File: config.mk
export PLATFORM = sky130hd
export DESIGN_NAME = fire_alarm_ctrl
export DESIGN_NICKNAME = d
export VERILOG_FILES = /design/src/rtl/fire_alarm_ctrl.sv
export SDC_FILE = /design/constraint.sdc
export NUM_CORES = 1
export LEC_CHECK = 0
export CORE_UTILIZATION = 50
export CTS_CLUSTER_SIZE = 24
export DETAILED_ROUTE_END_ITERATION = 10
export PLACE_DENSITY = 0.85
export SETUP_SLACK_MARGIN = 0.05
export SYNTH_ARGS = -nofsm -noshare
export SYNTH_HDL_FRONTEND = slang
export SYNTH_SLANG_ARGS = --single-unit
export TNS_END_PERCENT = 30
File: constraint.sdc
create_clock -name clk -period 2.1 [get_ports clk]
set_input_delay 0.21 -clock clk [delete_from_list [all_inputs] [get_ports clk]]
set_output_delay 0.21 -clock clk [all_outputs]
set_load 0.05 [all_outputs]
File: src/rtl/fire_alarm_ctrl.sv
// fire_alarm_ctrl
// Alarm sequencing controller sitting between the smoke sensor / user button
// and a 10 s countdown timer. It debounces smoke, runs the countdown while in
// pre-alarm, freezes it while smoke briefly clears, escalates to a full alarm
// when the countdown expires and handles cancel/silence via the ack button.
//
// Ports:
//   clk      in  1  single clock, all logic on posedge
//   reset    in  1  synchronous, active-high
//   smoke    in  1  synchronised smoke-sensor level
//   ack      in  1  user button level (cancel / silence)
//   count    in  8  current value of the countdown timer
//   sig      out 2  countdown command: 00 reload, 01 decrement, 10 freeze
//   prealarm out 1  high in PREALARM and HOLD
//   alarm    out 1  high in ALARM
//   buzzer   out 1  square wave in ALARM unless silenced
//   state    out 3  IDLE=0 DEBOUNCE=1 PREALARM=2 HOLD=3 ALARM=4
module fire_alarm_ctrl #(
    parameter int DEBOUNCE_CYCLES = 4,
    parameter int HOLD_CYCLES     = 8,
    parameter int BUZZ_HALF       = 2
) (
    input  logic       clk,
    input  logic       reset,
    input  logic       smoke,
    input  logic       ack,
    input  logic [7:0] count,
    output logic [1:0] sig,
    output logic       prealarm,
    output logic       alarm,
    output logic       buzzer,
    output logic [2:0] state
);

    typedef enum logic [2:0] {
        ST_IDLE     = 3'd0,
        ST_DEBOUNCE = 3'd1,
        ST_PREALARM = 3'd2,
        ST_HOLD     = 3'd3,
        ST_ALARM    = 3'd4
    } state_e;

    localparam logic [1:0] SIG_RELOAD = 2'b00;
    localparam logic [1:0] SIG_DEC    = 2'b01;
    localparam logic [1:0] SIG_FREEZE = 2'b10;

    localparam logic [7:0] DEB_LAST  = 8'(DEBOUNCE_CYCLES - 1);
    localparam logic [7:0] HOLD_LAST = 8'(HOLD_CYCLES - 1);
    localparam logic [7:0] BUZZ_LAST = 8'(BUZZ_HALF - 1);

    state_e     state_q, state_d;
    logic [7:0] timer_q, timer_d;
    logic       armed_q, armed_d;
    logic       silenced_q, silenced_d;
    logic       buzzer_q, buzzer_d;
    logic [1:0] sig_q;
    logic       prealarm_q;
    logic       alarm_q;
    logic       expiry;

    function automatic logic [1:0] sig_for(input state_e s);
        logic [1:0] r;
        case (s)
            ST_PREALARM:       r = SIG_DEC;
            ST_HOLD, ST_ALARM: r = SIG_FREEZE;
            default:           r = SIG_RELOAD;
        endcase
        return r;
    endfunction

    always_comb begin
        // armed guards against a stale zero count before the countdown has
        // actually been running for at least one edge.
        expiry     = (count == 8'd0) && armed_q;
        state_d    = state_q;
        timer_d    = timer_q;
        silenced_d = silenced_q;

        case (state_q)
            ST_IDLE: begin
                if (smoke) state_d = ST_DEBOUNCE;
            end
            ST_DEBOUNCE: begin
                if (!smoke)                  state_d = ST_IDLE;
                else if (timer_q == DEB_LAST) state_d = ST_PREALARM;
                else                         timer_d = timer_q + 8'd1;
            end
            ST_PREALARM: begin
                if (expiry)      state_d = ST_ALARM;
                else if (ack)    state_d = ST_IDLE;
                else if (!smoke) state_d = ST_HOLD;
            end
            ST_HOLD: begin
                if (expiry)                    state_d = ST_ALARM;
                else if (ack)                  state_d = ST_IDLE;
                else if (smoke)                state_d = ST_PREALARM;
                else if (timer_q == HOLD_LAST) state_d = ST_IDLE;
                else                           timer_d = timer_q + 8'd1;
            end
            ST_ALARM: begin
                if (ack && !smoke) state_d = ST_IDLE;
                else if (ack)      silenced_d = 1'b1;
                // In ALARM the timer paces the buzzer half-period.
                if (timer_q == BUZZ_LAST) timer_d = 8'd0;
                else                      timer_d = timer_q + 8'd1;
            end
            default: state_d = ST_IDLE;
        endcase

        // Timer restarts on every state change; the first smoke sample in
        // IDLE already counts towards the debounce, hence 1.
        if (state_d != state_q) begin
            timer_d    = (state_d == ST_DEBOUNCE) ? 8'd1 : 8'd0;
            silenced_d = 1'b0;
        end

        armed_d = ((state_d == ST_PREALARM) || (state_d == ST_HOLD)) &&
                  (armed_q || (state_q == ST_PREALARM));

        buzzer_d = 1'b0;
        if (state_d == ST_ALARM) begin
            if (state_q != ST_ALARM)    buzzer_d = 1'b1;
            else if (silenced_d)        buzzer_d = 1'b0;
            else if (timer_q == BUZZ_LAST) buzzer_d = ~buzzer_q;
            else                        buzzer_d = buzzer_q;
        end
    end

    // Outputs are derived from the next state so they change on the same
    // edge as state.
    always_ff @(posedge clk) begin
        if (reset) begin
            state_q    <= ST_IDLE;
            timer_q    <= 8'd0;
            armed_q    <= 1'b0;
            silenced_q <= 1'b0;
            buzzer_q   <= 1'b0;
            sig_q      <= SIG_RELOAD;
            prealarm_q <= 1'b0;
            alarm_q    <= 1'b0;
        end else begin
            state_q    <= state_d;
            timer_q    <= timer_d;
            armed_q    <= armed_d;
            silenced_q <= silenced_d;
            buzzer_q   <= buzzer_d;
            sig_q      <= sig_for(state_d);
            prealarm_q <= (state_d == ST_PREALARM) || (state_d == ST_HOLD);
            alarm_q    <= (state_d == ST_ALARM);
        end
    end

    assign sig      = sig_q;
    assign prealarm = prealarm_q;
    assign alarm    = alarm_q;
    assign buzzer   = buzzer_q;
    assign state    = state_q;

endmodule

# Yosys cells after proc, flatten, opt, wreduce, memory -nomap -nowiden
# Index checks and enable logic that the tools add are counted.
# totals
latch_bits	0
mem_bits_rw	0
ff_bits	18
mem_bits_ro	0
inputBits	12
out_inout_bits	8
mem_count	0
# op_classes
muxes	30
add_sub_neg	1
n_eq_ne	19
shift	0
order_cmp	0
reduce_logical	13
div	0
n_mul	0
n_bitwise	2
# ops
operator	n
two-way mux 8 bit	8
two-way mux 3 bit	11
case mux 8 bit (3 select lines)	1
!= test 3 bit (second input constant)	7
case mux 3 bit (5 select lines)	1
equality test 3 x 2 -> 1 bit (second input constant)	4
adder 8 x 1 -> 8 bit (second input constant)	1
equality test 8 x 1 -> 1 bit (second input constant)	1
equality test 8 x 2 -> 1 bit (second input constant)	1
equality test 8 x 3 -> 1 bit (second input constant)	1
logical NOT 8 bit	1
two-way mux 1 bit	8
AND reduction 7 bit	1
equality test 3 x 1 -> 1 bit (second input constant)	2
equality test 3 bit (second input constant)	2
case mux 2 bit (2 select lines)	1
nonzero test 4 bit	1
OR reduction 2 bit	2
logical AND 1 bit	3
logical NOT 3 bit	1
!= test 3 bit	1
nonzero test 3 bit	1
logical OR 1 bit	2
NOT 1 bit	2
logical NOT 1 bit	1

# Logic depth before layout (Yosys ltp)
# logic_depth
ltp_word	10
depth_mapped	7

# Least setup slack after synthesis
# No wires, ideal clock.
# synth_path
kind	register to register
start	register state_q[1] (netlist: state[1])
end	register buzzer_q (netlist: buzzer)
path_stages_with_launch	8
required_time_ps	1978
period_less_slack_ps	2134
arrival_ps	2012
slack_ps	-34
path_cell_list	dfxtp_1 buf_6 and2b_4 nand2_1 o31a_1 a31oi_2 nand3_1 o311a_1
# synth_between
elab_chain_len	9
elab_cells_between_ends	27
classes_between	eq/ne: 7; mux: 16; bitwise: 1; reduce/logical: 3
# synth_lines
item	line_no	source
from (decl)	51	state_e state_q, state_d;
from (signal assigned)	142	state_q <= state_d;
two-way mux 3 bit	97	else if (timer_q == HOLD_LAST) state_d = ST_IDLE;
two-way mux 3 bit	96	else if (smoke) state_d = ST_PREALARM;
two-way mux 3 bit	95	else if (ack) state_d = ST_IDLE;
two-way mux 3 bit	94	if (expiry) state_d = ST_ALARM;
case mux 3 bit (5 select lines)	79	case (state_q)
!= test 3 bit	112	if (state_d != state_q) begin
two-way mux 1 bit	112	
two-way mux 1 bit	123	else if (silenced_d) buzzer_d = 1'b0;
two-way mux 1 bit	122	if (state_q != ST_ALARM) buzzer_d = 1'b1;
to (signal assigned)	146	buzzer_q <= buzzer_d;
to (decl)	55	logic buzzer_q, buzzer_d;
# Parallel ways exist; a longest one is shown, timed or not.
# A chain may end at the register's enable or synchronous reset.

# Worst setup path after layout
# layout_path
start	input count[3]
end	register timer_q[4]
# layout_between
elab_chain_len	7
elab_cells_between_ends	15
classes_between	eq/ne: 7; mux: 4; reduce/logical: 4
# layout_lines
item	line_no	source
from (decl)	27	input logic [7:0] count,
logical NOT 8 bit *	74	expiry = (count == 8'd0) && armed_q;
logical AND 1 bit *	74	
two-way mux 3 bit, on equally long branches	94, 89	
case mux 3 bit (5 select lines)	79	
!= test 3 bit	112	
!= test 3 bit (no source line) / nonzero test 4 bit (equally long branches)	-	
AND reduction 7 bit (no source line)	-	
to (signal assigned)	143	timer_q <= timer_d;
to (decl)	52	logic [7:0] timer_q, timer_d;
# Every way passes the cells marked *; elsewhere a longest branch is shown, timed or not.

==> out/results.ini <==
[power_and_ir_drop]
power_mw=0.665
powerDensity_nw_per_um2=459
ir_drop_v=0.000586
leakagePower_nw=0.523

[timing]
skew_ns=0.00836
hold_viol_final=0
setup-violations-final=1
finalCritPeriodShare_pct=100
rsz0062_at_grt=true
max_freq_mhz=475
tightestPinTransition_ns=0.527
drv_slew=0
min_period_ns=2.11
setup_ws_ns=-0.00668
maxSlewHeadroom_pct=64.8

[clock_tree]
htreeDepth=1
cts_hold_buf=0
clockBufferDepth=2
clock_latency_ns=0.31
cts_root_buf=clkbuf_4
cts_buffers=3
clk_pin_slew_ns=0.10
clock-sinks=18
tritoncts=done
cts_setup_buffers=0

[place]
gp_congestion=0.884
port_buffers=19
dp.cells=181
dp_hpwl_mm=2.08
placed_area_um2=1410

[yosys]
synth.avg_cell_area_um2=8.86
synthAdderAreaFrac_pct=2.30
synth-compound-area-share_pct=18.0
synth_warnings=0
ys_types=50
synth-main-ff-cell=dfxtp_1
synthTopCellsByArea=dfxtp_1 33%, nor2_1 4.8%, xnor2_1 3.2%, a21oi_1 2.8%, nor3_1 2.8%
syn-cell-area_um2=1090
synth-simple-area-share_pct=35.1
yosys.area_share.xor_xnor_pct=5.63
ys_ff_latch=18
async_flop_share_pct=0
seq_area_frac_synth_pct=33.1
synth_top_area_share_pct=33.1
yosys-top-cells-count=18 x dfxtp_1, 14 x nor2_1, 8 x nand2_1
yosysMostFrequentCell=dfxtp_1
synth_top_family_by_area=simple AND/OR/NAND/NOR gates
synth_nets=137
yosysTopAreaCell=dfxtp_1
synthMuxAreaShare_pct=1.95
syn_inst=123
synth_edf_count=0

[drt]
first_iter_violations=32
vias_per_cell=5.90
ant_nets=0
routed_wl_mm=2.76
dr.pass1.iters=4
drc_errors=0
wl_per_cell_um=15.0
vias=1085

[global_routing]
grt.total_usage_pct=25.8
overflow=0
grt_pass1_wl_mm=4.57
grt_max_degree=13
grt_pass1_vias=1049
antenna_found_initial=0

[layout]
fin_nets=173
num_antenna_cells=0
final_cell_count_no_fill=184
design_area_um2=1450
nFillCells=154
drive_above_1_share_pct=23.6
area_delta_synth_final_pct=32.7
finish.utilization_pct=72.3

[floorplan]
rows=16
die_area_um2=2370
core_um2=2000
dieWidth_um=48.7
pin_count=20
die_h_um=48.7
start_util_pct=54.4

[run]
drv_cap=0

[critical_path]
crit_path_max_fanout=8
arrival_ns=2.34
crit_type=primary input to register
worstRegToRegCells=6
r2r_slack_ns=0.07
worstPathRequired_ns=2.33
endpoint_kind=register
cp-start-kind=primary input
r2r_start=timer_q[4]
timing.rr.end=timer_q[0]

[min_path]
hold_path_class=register to register
hold_path_startpoint=armed_q
whs_endpoint=armed_q
min_path_cells=2

[outcome]
violations=negative setup slack
outcome=complete, but fails checks

cell families (layout without fill, tap and decap cells):
group,Yosys count,in the layout
multiplexers,2,2
adder cells (fa/ha/maj),2,2
AND/OR/NAND/NOR,60,60
buffers and inverters,9,43
XOR/XNOR,7,7
AO/OA/AOI/OAI,25,25
flip-flops,18,18
flip-flops by register name, indices dropped and copies added (netlist names):
signal      flops
alarm           1
armed_q         1
buzzer          1
prealarm        1
sig             2
silenced_q      1
state           3
timer_q         8
layout by cell type, fill, tap and decap left out, types with 2 or more instances in the layout:
master | Yosys | layout
a21oi_1 | 6 | 6
a31oi_1 | 3 | 3
and2_1 | 2 | 2
and2b_4 | 2 | 2
and3_1 | 2 | 2
buf_4 | 0 | 15
clkbuf_4 | 0 | 3
clkdlybuf4s50_1 | 0 | 19
dfxtp_1 | 18 | 15
dfxtp_2 | 0 | 3
ha_1 | 2 | 2
inv_1 | 6 | 6
nand2_1 | 8 | 8
nand2b_1 | 2 | 2
nand3_1 | 3 | 3
nand4_1 | 2 | 2
nor2_1 | 14 | 14
nor3_1 | 6 | 5
nor3_2 | 1 | 2
nor3b_1 | 2 | 2
nor4_1 | 3 | 3
o21ai_0 | 2 | 2
or4_1 | 3 | 3
xnor2_1 | 4 | 4
xor2_1 | 3 | 3
metrics by stage:
stage | setup TNS, ns | hold WS (ns) | setup slack [ns]
final | -0.00668 | 0.452 | -0.00668
after global routing | -0.250 | 0.511 | -0.0509
after CTS | 0 | 0.458 | 0.0725
after detailed placement | -1.78 | 0.446 | -0.249
after global placement | -0.287 | 0.445 | -0.0389
after floorplan | 0 | 0.359 | 0.0297
worst max-delay path by stage:
stage	endpoint	start
CTS	timer_q[5]	count[3]
global route	timer_q[3]	count[3]
global placement	timer_q[4]	count[3]
detailed placement	timer_q[5]	count[3]
finish	timer_q[4]	count[3]
floorplan	buzzer	state[0]
report_power, final:
group	switching (mW)	internal [mW]
logic	0.0694	0.0657
registers	0.00707	0.347
clock network	0.108	0.0673
worst max-delay path: stages:
cell and delay [ns]:
clkdlybuf4s50_1 0.43, nor4_2 0.35, nand3_2 0.18, a21o_1 0.21, mux2i_1 0.25, buf_4 0.17, nand4b_2 0.26, nor3_1 0.28
what timing repair did:
action	CTS	global route
endpoints found under the setup margin	0	9
resized for setup	0	3
endpoints found under the hold margin	0	0
layout make-up:
class                           count  area, um2  share of cell area (%)
Clock buffer                        3       22.5                    1.56
Multi-Input combinational cell     96        701                    48.4
Timing Repair Buffer               34        303                    20.9
Sequential cell                    18        364                    25.2
Inverter                            6       22.5                    1.56
Tap cell                           27       33.8                    2.34
layer usage:
layer	up-vias	GRT usage [%]	wire (um)
met1	495	29.8	1140
li1	522	-	-
met4	0	17.6	138
met3	15	9.12	253
met2	53	39.8	1220
met5	-	0	0
Note: power is estimated with default switching activity, not from simulation.
